## config.mk

```make
export PLATFORM = sky130hd
export DESIGN_NAME = guess_game_ctrl
export DESIGN_NICKNAME = d
export VERILOG_FILES = /design/src/rtl/guess_pkg.sv /design/src/rtl/dff.sv /design/src/rtl/lfsr_rng.sv /design/src/rtl/guess_game_ctrl.sv
export SDC_FILE = /design/constraint.sdc
export NUM_CORES = 1
export LEC_CHECK = 0
export ABC_AREA = 1
export CAP_MARGIN = 20
export CORE_MARGIN = 2
export CORE_UTILIZATION = 25
export DETAILED_ROUTE_END_ITERATION = 8
export PLACE_DENSITY = 0.42
export SYNTH_ARGS = -nofsm -noshare
export SYNTH_HDL_FRONTEND = slang
export SYNTH_SLANG_ARGS = --single-unit
```

## constraint.sdc

```tcl
create_clock -name clk -period 1.2 [get_ports clk]
set_clock_uncertainty 0.15 [all_clocks]
set_input_delay 0.12 -clock clk [delete_from_list [all_inputs] [get_ports clk]]
set_output_delay 0.12 -clock clk [all_outputs]
set_load 0.05 [all_outputs]
```

## src/rtl/guess_pkg.sv

```systemverilog
// Shared types and LFSR tap definitions for the guessing-game controller.
package guess_pkg;

    typedef enum logic [1:0] {IDLE, PLAY, WIN, LOSE} state_t;

    localparam logic [3:0] TAPS4 = 4'b1100;
    localparam logic [7:0] TAPS8 = 8'b1011_1000;

    // Tap mask right-aligned in 8 bits; only WIDTH 4 and 8 are meaningful.
    function automatic logic [7:0] tap_mask(input int width);
        return (width == 8) ? TAPS8 : {4'b0000, TAPS4};
    endfunction

endpackage

```

## src/rtl/dff.sv

```systemverilog
// Plain D flip-flop cell; any reset behaviour is muxed in front of d by the user.
module dff (
    input  logic clk,
    input  logic d,
    output logic q
);

    always_ff @(posedge clk) begin
        q <= d;
    end

endmodule

```

## src/rtl/lfsr_rng.sv

```systemverilog
// Free-running Fibonacci LFSR (left shift) built from individual dff cells.
module lfsr_rng
    import guess_pkg::*;
#(
    parameter int          WIDTH = 4,
    parameter int unsigned SEED  = 1
) (
    input  logic             clk,
    input  logic             rst_n,
    output logic [WIDTH-1:0] q
);

    localparam logic [7:0]       MASK   = tap_mask(WIDTH);
    localparam logic [WIDTH-1:0] SEED_V = WIDTH'(SEED);

    logic             fb;
    logic [WIDTH-1:0] shifted;
    logic [WIDTH-1:0] d_next;

    assign fb      = ^(q & MASK[WIDTH-1:0]);
    assign shifted = {q[WIDTH-2:0], fb};
    // Synchronous reset is realised as a mux ahead of the cells.
    assign d_next  = rst_n ? shifted : SEED_V;

    generate
        for (genvar gi = 0; gi < WIDTH; gi++) begin : g_bit
            dff u_dff (
                .clk (clk),
                .d   (d_next[gi]),
                .q   (q[gi])
            );
        end
    endgenerate

endmodule

```

## src/rtl/guess_game_ctrl.sv

```systemverilog
// Guessing-game sequencer: latches a random target on start, grades guesses,
// and ends in WIN or LOSE. All outputs are registered.
module guess_game_ctrl
    import guess_pkg::*;
#(
    parameter int          WIDTH     = 4,
    parameter int          MAX_TRIES = 5,
    parameter int unsigned SEED      = 1
) (
    input  logic             clk,
    input  logic             rst_n,
    input  logic             start,
    input  logic             guess_valid,
    input  logic [WIDTH-1:0] guess,
    output logic             busy,
    output logic             result_valid,
    output logic             hint_hi,
    output logic             hint_lo,
    output logic             win,
    output logic             lose,
    output logic [3:0]       tries_left
);

    localparam logic [3:0] TRIES_INIT = 4'(MAX_TRIES);

    state_t           state_reg;
    logic [WIDTH-1:0] lfsr_q;
    logic [WIDTH-1:0] target_reg;
    logic [3:0]       tries_reg;
    logic             busy_reg, result_valid_reg, hint_hi_reg, hint_lo_reg, win_reg, lose_reg;

    lfsr_rng #(
        .WIDTH (WIDTH),
        .SEED  (SEED)
    ) u_lfsr (
        .clk   (clk),
        .rst_n (rst_n),
        .q     (lfsr_q)
    );

    always_ff @(posedge clk) begin
        if (!rst_n) begin
            state_reg        <= IDLE;
            target_reg       <= '0;
            tries_reg        <= '0;
            busy_reg         <= 1'b0;
            result_valid_reg <= 1'b0;
            hint_hi_reg      <= 1'b0;
            hint_lo_reg      <= 1'b0;
            win_reg          <= 1'b0;
            lose_reg         <= 1'b0;
        end else begin
            result_valid_reg <= 1'b0;
            case (state_reg)
                // A new game can start from any idle or finished state.
                IDLE, WIN, LOSE: begin
                    if (start) begin
                        state_reg   <= PLAY;
                        target_reg  <= lfsr_q;
                        tries_reg   <= TRIES_INIT;
                        busy_reg    <= 1'b1;
                        win_reg     <= 1'b0;
                        lose_reg    <= 1'b0;
                        hint_hi_reg <= 1'b0;
                        hint_lo_reg <= 1'b0;
                    end
                end
                PLAY: begin
                    if (guess_valid) begin
                        result_valid_reg <= 1'b1;
                        hint_hi_reg      <= (guess > target_reg);
                        hint_lo_reg      <= (guess < target_reg);
                        tries_reg        <= tries_reg - 4'd1;
                        // A correct guess wins even when it is the last try.
                        if (guess == target_reg) begin
                            state_reg <= WIN;
                            busy_reg  <= 1'b0;
                            win_reg   <= 1'b1;
                        end else if (tries_reg == 4'd1) begin
                            state_reg <= LOSE;
                            busy_reg  <= 1'b0;
                            lose_reg  <= 1'b1;
                        end
                    end
                end
                default: state_reg <= IDLE;
            endcase
        end
    end

    assign busy         = busy_reg;
    assign result_valid = result_valid_reg;
    assign hint_hi      = hint_hi_reg;
    assign hint_lo      = hint_lo_reg;
    assign win          = win_reg;
    assign lose         = lose_reg;
    assign tries_left   = tries_reg;

endmodule

```

## Word-level counts from Yosys, hierarchy flattened

Index checks and enable logic that the tools add are counted.

- Word-level logic and storage cells: 62
- Input port bits: 8
- Output and inout bits: 10
- Register bits: 20

- Equality and inequality tests: 11
- Reductions and logical operators: 9
- Multiplexer cells: 26
- $add $sub $neg: 1
- Order comparisons: 2

Operators with widths:

| operator | count |
|---|---|
| two-way mux 1 bit | 13 |
| != test 2 bit (second input constant) | 5 |
| one-hot mux 1 bit (2 select lines) | 5 |
| two-way mux 2 bit | 4 |
| two-way mux 4 bit | 2 |
| one-hot mux 4 bit (2 select lines) | 1 |
| AND reduction 2 bit | 3 |
| AND reduction 3 bit | 2 |
| equality test 2 bit (second input constant) | 2 |
| equality test 4 x 1 -> 1 bit (second input constant) | 1 |
| equality test 4 bit | 1 |
| greater-than comparator 4 bit | 1 |
| < comparator 4 bit | 1 |
| one-hot mux 2 bit (2 select lines) | 1 |
| AND reduction 4 bit | 1 |
| parity 4 bit | 1 |
| subtractor 4 x 1 -> 4 bit (second input constant) | 1 |
| != test 3 bit (second input constant) | 1 |
| OR reduction 3 bit | 1 |
| equality test 2 x 1 -> 1 bit (second input constant) | 1 |
| logical NOT 2 bit | 1 |

## Longest topological paths before layout

- Depth after elaboration: 5
- Depth in mapped cells: 9
- Mapped depth without buffers: 9

## By module

A second synthesis with hierarchy kept.

- Cells, all modules: 117
- Area total of the unflattened synthesis: 877.1 µm²

By module, submodules not included:

| module | area each (µm²) | cells an instance | seq. area each (µm²) | instances |
|---|---|---|---|---|
| guess_game_ctrl | 754.5 | 102 | 320.3 | 1 |
| dff | 20.0 | 1 | 20.0 | 4 |
| lfsr_rng | 42.5 | 11 | 0.0 | 1 |

## Worst setup path before layout

OpenSTA, ideal clock, no wires.

- Kind: register to register
- From: reg tries_reg[0], in the netlist tries_left[0]
- To: reg tries_reg[2], in the netlist tries_left[2]
- Buffers on the path: 0
- Required time: 0.928 ns
- Setup slack: -0.403 ns
- Arrival: 1.332 ns
- Period minus slack after synthesis: 1.603 ns
- Library setup time: 0.122 ns
- Stages on the path, launching flop included: 6
- Cells stage by stage: dfxtp_1 > inv_1 > ha_1 > xor2_1 > o21ai_0 > a21oi_1

- Cells in the longest elaborated chain, start to end: 3

RTL lines:

| item | line | RTL |
|---|---|---|
| start, declared | guess_game_ctrl.sv:29 | `logic [3:0] tries_reg;` |
| start signal, assigned | guess_game_ctrl.sv:73 | `tries_reg <= tries_reg - 4'd1;` |
| subtractor 4 x 1 -> 4 bit | guess_game_ctrl.sv:73 |  |
| two-way mux 4 bit | guess_game_ctrl.sv:69 | `if (guess_valid) begin` |
| one-hot mux 4 bit (2 select lines) | guess_game_ctrl.sv:54 | `case (state_reg)` |

Every way passes these cells. The select of a mux whose other input is x is not followed.
A chain may end at the register's enable or synchronous reset.

## Worst setup path in the final report

- From: reg target_reg[2]
- To: reg state_reg[0]

- Cells in the longest elaborated chain, start to end: 4
- Elaborated cells on any way between the ends: 6
- Those cells by class: eq/ne (2); mux (3); reduce/logical (1)

RTL lines:

| item | line | RTL |
|---|---|---|
| start, declared | guess_game_ctrl.sv:28 | `logic [WIDTH-1:0] target_reg;` |
| start signal, assigned | guess_game_ctrl.sv:59 | `target_reg <= lfsr_q;` |
| equality test 4 bit (*) | guess_game_ctrl.sv:75 | `if (guess == target_reg) begin` |
| two-way mux 2 bit | guess_game_ctrl.sv:75 |  |
| two-way mux 2 bit | guess_game_ctrl.sv:69 |  |
| one-hot mux 2 bit (2 select lines) | guess_game_ctrl.sv:54 |  |
| end signal, assigned | guess_game_ctrl.sv:58 | `state_reg <= PLAY;` |
| end signal, assigned | guess_game_ctrl.sv:76 | `state_reg <= WIN;` |
| end signal, assigned | guess_game_ctrl.sv:80 | `state_reg <= LOSE;` |
| end, declared | guess_game_ctrl.sv:26 | `state_t state_reg;` |

Mark *: on every way between the ends. The rest lies on a longest branch, timed or not. The select of a mux whose other input is x is not followed.

==> results.sh <==
export IMPL_drv_cap=0
export IMPL_die_y_um=63.1
export IMPL_synth_edf_count=0
export IMPL_yosys_cell_types_count=18
export IMPL_hpwl_um=1490
export IMPL_rsz0062_at_grt="yes"
export IMPL_period_share=1.13
export IMPL_clkTransAtPathRegs_ns=0.12
export IMPL_slew_headroom=0.847
export IMPL_worst_ep_required_time_ns=1.29
export IMPL_cts_buffers=3
export IMPL_hold_viol_final=0
export IMPL_yosysMostFrequentCell="nand2_1"
export IMPL_tritoncts="done"
export IMPL_placed_cells=184
export IMPL_die_w_um=63.1
export IMPL_num_vias=818
export IMPL_grt_pass1_vias=794
export IMPL_io_pins=18
export IMPL_fillCellCount=338
export IMPL_viasPerCell=4.22
export IMPL_die_area_um2=3980
export IMPL_reg2reg_slack_ns=-0.15
export IMPL_place_gp_congestion=0.735
export IMPL_cts_buffer_depth=2
export IMPL_ant_nets=0
export IMPL_r2r_start="target_reg[2]$_SDFFE_PN0P_"
export IMPL_wl_per_cell_um=11.1
export IMPL_synth_top_flop_cell="dfxtp_1"
export IMPL_status="finished, violations left"
export IMPL_ys_seq_elements=20
export IMPL_synth_nets=123
export IMPL_drt_iter0_drc=25
export IMPL_cp_startpoint="target_reg[2]$_SDFFE_PN0P_"
export IMPL_async_flop_share=0
export IMPL_track_usage=0.109
export IMPL_start_util=0.261
export IMPL_firstDrtPassIters=4
export IMPL_cts_sinks=20
export IMPL_port_buffers=17
export IMPL_power_mw=2.21
export IMPL_power_leakage_nw=0.680
export IMPL_rows=21
export IMPL_finalNetCount=163
export IMPL_end_kind="register"
export IMPL_use_met2=0.190
export IMPL_violations="negative setup slack"
export IMPL_routed_wl_um=2160
export IMPL_diodes=0
export IMPL_overflow=0
export IMPL_crit_type="register to register"
export IMPL_yosys_area_top_type_share=0.459
export IMPL_layout_drive_gt1_share=0.574
export IMPL_synth_cells=109
export IMPL_ctsHtreeMaxLevel=1
export IMPL_r2r_cells=8
export IMPL_use_met3=0.0393
export IMPL_cp_start_kind="register"
export IMPL_root_buffer="clkbuf_4"
export IMPL_met1_usage=0.122
export IMPL_ys_seq_area_frac=0.459
export IMPL_antenna_found_initial=0
export IMPL_fin_cells=194
export IMPL_cts_hold_buf=0
export IMPL_max_freq_ghz=0.739
export IMPL_fin_crit_ns=1.35
export IMPL_syn_area_per_cell_um2=8.00
export IMPL_p_per_area_nw_per_um2=1380
export IMPL_yosysTopAreaCell="dfxtp_1"
export IMPL_worstPathArrival_ns=1.45
export IMPL_grt_pass1_wl_um=3350
export IMPL_crit_end="state_reg[0]$_SDFFE_PN0P_"
export IMPL_reg2reg_to="state_reg[0]$_SDFFE_PN0P_"
export IMPL_drv_slew=0
export IMPL_setup_ws_ns=-0.153
export IMPL_grt_max_degree=12
export IMPL_finalSetupViolCount=9
export IMPL_synth_area_top_cells="dfxtp_1 (46%), nand2_1 (9.0%), ha_1 (8.6%)"
export IMPL_peakVddDrop_uv=727
export IMPL_busiest_layer="met2"
export IMPL_min_path_type="register to register"
export IMPL_yosys_top_cells_count="nand2_1 (21), dfxtp_1 (20), inv_1 (19)"
export IMPL_cp_max_fo=3
export IMPL_yosysWarningCount=0
export IMPL_tightestPinTransition_ns=0.229
export IMPL_worst_skew_pair_late_latency_ns=0.30
export IMPL_core_um2=3340
export IMPL_syn2layout_area_growth_pct=83.9
export IMPL_hold_depth=2
export IMPL_netlist_area_um2=872
export IMPL_drc=0
[layout by cell type, fill, tap and decap left out, drive strengths merged]
master         count
buf               29
nand2             25
inv               21
dfxtp             20
a21oi             10
clkdlybuf4s50      7
nor2               7
nand3              7
ha                 6
o21ai              6
clkbuf             4
nor3               2
a22oi              2
xnor2              1
xor2               1
[stage by stage]
step	hold slack, ns	setup TNS [ns]	setup WS (ns)	util	instance area [um^2]
5_1_grt	0.333	-1.57	-0.233	0.481	1600
6_report	0.301	-0.725	-0.153	0.481	1600
3_3_place_gp	0.285	-3.95	-0.480	0.393	1310
4_1_cts	0.309	-1.04	-0.185	0.440	1470
2_1_floorplan	0.128	-0.493	-0.110	-	890
3_5_place_dp	0.274	-3.99	-0.487	0.393	1310
[layout make-up]
cell class              count  area [um^2]  share of cell area
multi-input cells          67          584               0.364
flip-flops and latches     20          417               0.260
repair buffers             36          420               0.262
inverters                  21         88.8              0.0554
well taps                  46         57.6              0.0359
clock buffers               4         36.3              0.0226
[logic make-up after synthesis]
family	Yosys count	synth area share
AO/OA/AOI/OAI	18	0.109
XOR/XNOR	2	0.0201
adder cells (fa/ha/maj)	6	0.0861
buffers and inverters	22	0.0990
flip-flops	20	0.459
AND/OR/NAND/NOR	41	0.227
[what timing repair did]
item	in CTS	in global routing
pin swaps	6	14
endpoints found under the setup margin	12	13
cloned	0	0
endpoints found under the hold margin	0	0
buffers inserted	4	3
gates resized for setup	23	33
[power by group]
| group | switching, mW | internal [mW] | leakage, nW |
|---|---|---|---|
| clock network | 0.214 | 0.185 | 0.0210 |
| logic | 0.511 | 0.474 | 0.490 |
| registers | 0.0780 | 0.750 | 0.168 |
[critical path, stage by stage, from the launching register on]
cell and delay, ns:
dfxtp_1 0.34, inv_2 0.05, ha_4 0.26, nand2_4 0.05, inv_2 0.05, nand2_2 0.07, nand3_4 0.08, nand3_2 0.10
a21oi_2 0.14
[worst min path at each step]
| stage | from | end |
|---|---|---|
| floorplan | guess_valid | result_valid$_SDFF_PN0_ |
| global placement | u_lfsr.g_bit[0].u_dff.q$_SDFF_PN1_ | u_lfsr.g_bit[1].u_dff.q$_SDFF_PN0_ |
| detailed placement | u_lfsr.g_bit[0].u_dff.q$_SDFF_PN1_ | u_lfsr.g_bit[1].u_dff.q$_SDFF_PN0_ |
| CTS | u_lfsr.g_bit[0].u_dff.q$_SDFF_PN1_ | u_lfsr.g_bit[1].u_dff.q$_SDFF_PN0_ |
| global route | u_lfsr.g_bit[1].u_dff.q$_SDFF_PN0_ | u_lfsr.g_bit[2].u_dff.q$_SDFF_PN0_ |
| finish | u_lfsr.g_bit[1].u_dff.q$_SDFF_PN0_ | u_lfsr.g_bit[2].u_dff.q$_SDFF_PN0_ |
[per-layer routing]
| metal | wire, um | part of all wire |
|---|---|---|
| met1 | 900 | 0.42 |
| met3 | 87 | 0.040 |
| met4 | 19 | 0.0088 |
| met5 | 0 | 0 |
| met2 | 1150 | 0.53 |
Note: power is estimated with default switching activity, not from simulation.
==> RTL edit 1 (same settings) <==
`WIDTH` is set to 4 in 2 places; all go to 6. Comments in the files are not updated.
--- a/src/rtl/lfsr_rng.sv
+++ b/src/rtl/lfsr_rng.sv
@@ -3,5 +3,5 @@
     import guess_pkg::*;
 #(
-    parameter int          WIDTH = 4,
+    parameter int          WIDTH = 6,
     parameter int unsigned SEED  = 1
 ) (
--- a/src/rtl/guess_game_ctrl.sv
+++ b/src/rtl/guess_game_ctrl.sv
@@ -4,5 +4,5 @@
     import guess_pkg::*;
 #(
-    parameter int          WIDTH     = 4,
+    parameter int          WIDTH     = 6,
     parameter int          MAX_TRIES = 5,
     parameter int unsigned SEED      = 1
Ports: changed (resized guess); port bits go from 18 to 20. The function was not compared with the original's and may differ.
==> RTL edit 1 against the unedited design <==
Area after synthesis increased by 17%; fmax decreased by 2.0%; setup slack lost 27 ps; power rose by 7.5%; sequential cell count up 4; critical path depth is 2 higher; combinational power is 11% lower; cell area grew 14%; clock power grew 38%; non-clock buffer count is 10 higher; the flow still finishes with violations (negative setup slack); critical path type unchanged; global-route usage increased by 1.0 points; routed wire length grew 17%.
==> RTL edit 1: results (changes against the unedited design) <==
Largest net degree at the start of global routing: 14 (+2)
Root Buffer: clkbuf_8
Routed vias/inst: 4.30 (+2.0%)
Most frequent cells after synthesis: 27 x inv_1, 26 x nand2_1, 24 x dfxtp_1
Met3 WL: 68 microns (-22%)
Violated checks: negative setup slack
Via count: 976 (+19%)
Unique masters post-synth: 17 (-1)
Routed met1 length: 1110 microns (+23%)
Top post-synthesis cells by area: dfxtp_1 47%, inv_1 9.9%, ha_1 9.8%, nand2_1 9.6%, nand3_1 5.4%
Hold Path Sink: u_lfsr.g_bit[5].u_dff.q
Number of port buffers: 19 (+2)
Clk Latency, worst-skew pair: 270 ps (-30 ps)
Syn Area/Cell: 7.90 sq um (-1.2%)
Total GRT Usage: 0.119 (+0.0105)
Met2 capacity usage during global routing: 0.201 (+0.0108)
Sequential area share after synthesis: 0.471 (+0.0121)
R2R depth: 10 (+2)
Status: complete, but fails checks
DP Cell Count: 219 (+19%)
HPWL after DPL: 1810 microns (+22%)
CP max stage cell: dfxtp_2
CTS resizes: 40 (+74%)
Final Setup Violations: 12 (+3)
Pre-CTS WS: -533 ps (-45.4 ps)
GPL Wtd Cong: 0.804 (+9.4%)
PnR worst setup slack: -180 ps (-27.0 ps)
Share of layout cells above drive strength 1: 0.503 (-0.0715)
First-pass GRT wire length: 4070 microns (+21%)
Crit path from: target_reg[4]
Post-Route WL: 2530 microns (+17%)
Synthesized Nets: 147 (+20%)
RTL edit 1: power breakdown:
part	switching [mW]	leakage, nW	internal (mW)
sequential	0.0667	0.202	0.880
clock	0.258	0.0288	0.293
combinational	0.440	0.615	0.441
total	0.765	0.845	1.61
RTL edit 1: logic make-up (layout without fill, tap and decap cells):
| group | after synthesis | in the layout | share of synthesized area |
|---|---|---|---|
| AO/OA/AOI/OAI | 21 | 21 | 0.120 |
| XOR/XNOR | 1 | 1 | 0.00859 |
| adder cells (fa/ha/maj) | 8 | 8 | 0.0982 |
| buffers and inverters | 29 | 77 | 0.112 |
| flip-flops | 24 | 24 | 0.471 |
| AND/OR/NAND/NOR | 46 | 46 | 0.190 |
RTL edit 1: area by class of cell:
type	count	area, sq um
clock buffer	4	55.1
fill	378	2140
inverter	27	104
multi-input combinational	76	613
sequential	24	498
tap	50	62.6
timing repair buffer	46	500
==> RTL edit 2 (config.mk and constraints unchanged) <==
Made on the original files. Put one more register stage on the output `lose`, with the module's reset. The value now appears one clock later. The other outputs are not delayed to match.
--- a/src/rtl/guess_game_ctrl.sv
+++ b/src/rtl/guess_game_ctrl.sv
@@ -94,5 +94,11 @@
     assign hint_lo      = hint_lo_reg;
     assign win          = win_reg;
-    assign lose         = lose_reg;
+    always_ff @(posedge clk) begin
+        if (!rst_n) begin
+            lose <= '0;
+        end else begin
+            lose <= lose_reg;
+        end
+    end
     assign tries_left   = tries_reg;
 
Behaviour: not the same (Yosys sat finds a counterexample within 10 cycles, from zero or initial values and one cycle with rst_n low).
==> RTL edit 2 against the unedited design <==
The run still ends with negative setup slack left; combinational power is 1% higher; clock power grew 18%; critical path depth up 1; critical endpoint unchanged; power grew 4.8%; die area up 8.5%; setup slack got worse by 13 ps; via count increased by 5.4%; fmax down 0.94%; routed wire length is 5.8% higher; area after synthesis grew 9.0%; sequential cell count rose by 1; count of clock-buffer cells in the layout decreased by 1; cell area increased by 4.1%; highest routed layer unchanged.
==> RTL edit 2: results (changes against the unedited design) <==
Status: complete, but fails checks
Pre-CTS WS: -482 ps (+5.67 ps)
PnR worst setup slack: -166 ps (-12.9 ps)
Routed met1 length: 1120 microns (+25%)
Total GRT Usage: 0.124 (+0.0157)
Most frequent cells after synthesis: 22 x nand2_1, 21 x dfxtp_1, 16 x inv_1
Vias in the first global route: 843 (+6.2%)
DP Cell Count: 194 (+5.4%)
Iteration-0 DRC Markers: 19 (-24%)
HPWL after DPL: 1650 microns (+11%)
Net count, final: 172 (+5.5%)
Comb. pwr: 999 uW (+1%)
Clock slew at reported path FFs: 70 ps (-50 ps)
Largest delay share family, worst path: buffers and inverters
Critical Path AT: 1410 ps (-40 ps)
Setup TNS: -894 ps (-169 ps)
Synth Area in XOR/XNOR: 0.0184 (-0.00167)
Synth Area in Adders: 0.0789 (-0.00714)
Largest net degree at the start of global routing: 13 (+1)
Violated checks: negative setup slack
Final Setup Violations: 8 (-1)
Post-synthesis compound-gate area fraction: 0.108 (-0.00114)
GPL Wtd Cong: 0.764 (+4.0%)
Syn Inst Count: 112 (+2.8%)
Root Buffer: clkbuf_8
Share of layout cells above drive strength 1: 0.561 (-0.0138)
Routed length per placed instance: 11.2 microns (+0.15%)
Unique masters post-synth: 25 (+7)
-- RTL edit 2: changes by cell type in the layout (fill, tap and decap cells not counted), moves of 3 or more --
cell	unedited run	this run
nand3_2	4	1
clkbuf_4	3	0
buf_4	17	22
nand3_1	2	6
-- RTL edit 2: timing repair --
| action | CTS | global route |
|---|---|---|
| endpoints found under the setup margin | 9 | 13 |
| gates resized for setup | 30 | 12 |
| pin swaps | 9 | 5 |
| setup buffers | 2 | 5 |
| hold buffers | 0 | 0 |
-- RTL edit 2: path summary, 6_finish.rpt --
kind,start,end,slack [ps],depth (start not counted)
setup reg to reg,target_reg[3],state_reg[0],-150,9
hold / removal,lose_reg,lose,300,2
setup / recovery,guess[1],state_reg[0],-170,9
hold reg to reg,lose_reg,lose,300,2
-- RTL edit 2: kinds of logic after synthesis --
group / count (synthesis)
flip-flops: 21
AO/OA/AOI/OAI: 18
adder cells (fa/ha/maj): 6
buffers and inverters: 21
XOR/XNOR: 2
AND/OR/NAND/NOR: 44
-- RTL edit 2: layer usage --
| metal | vias up | global-route usage |
|---|---|---|
| li1 | 445 | - |
| met5 | - | 0 |
| met2 | 16 | 0.192 |
| met1 | 397 | 0.169 |
| met4 | 0 | 0.0547 |
| met3 | 4 | 0.0205 |
-- RTL edit 2: stage by stage --
stage	instance area (sq um)	total power [mW]
final	1670	2.32
after global routing	1670	2.47
after CTS	1600	2.24
after detailed placement	1420	1.63
after global placement	1420	1.62
after floorplan	966	1.28
-- RTL edit 2: cell type report --
cell class / instances / share of cell area
multi-input cells: 70 / 0.346
repair buffers: 42 / 0.280
flip-flops and latches: 21 / 0.262
inverters: 20 / 0.0480
well taps: 48 / 0.0360
clock buffers: 3 / 0.0247
clock inverters: 1 / 0.00300
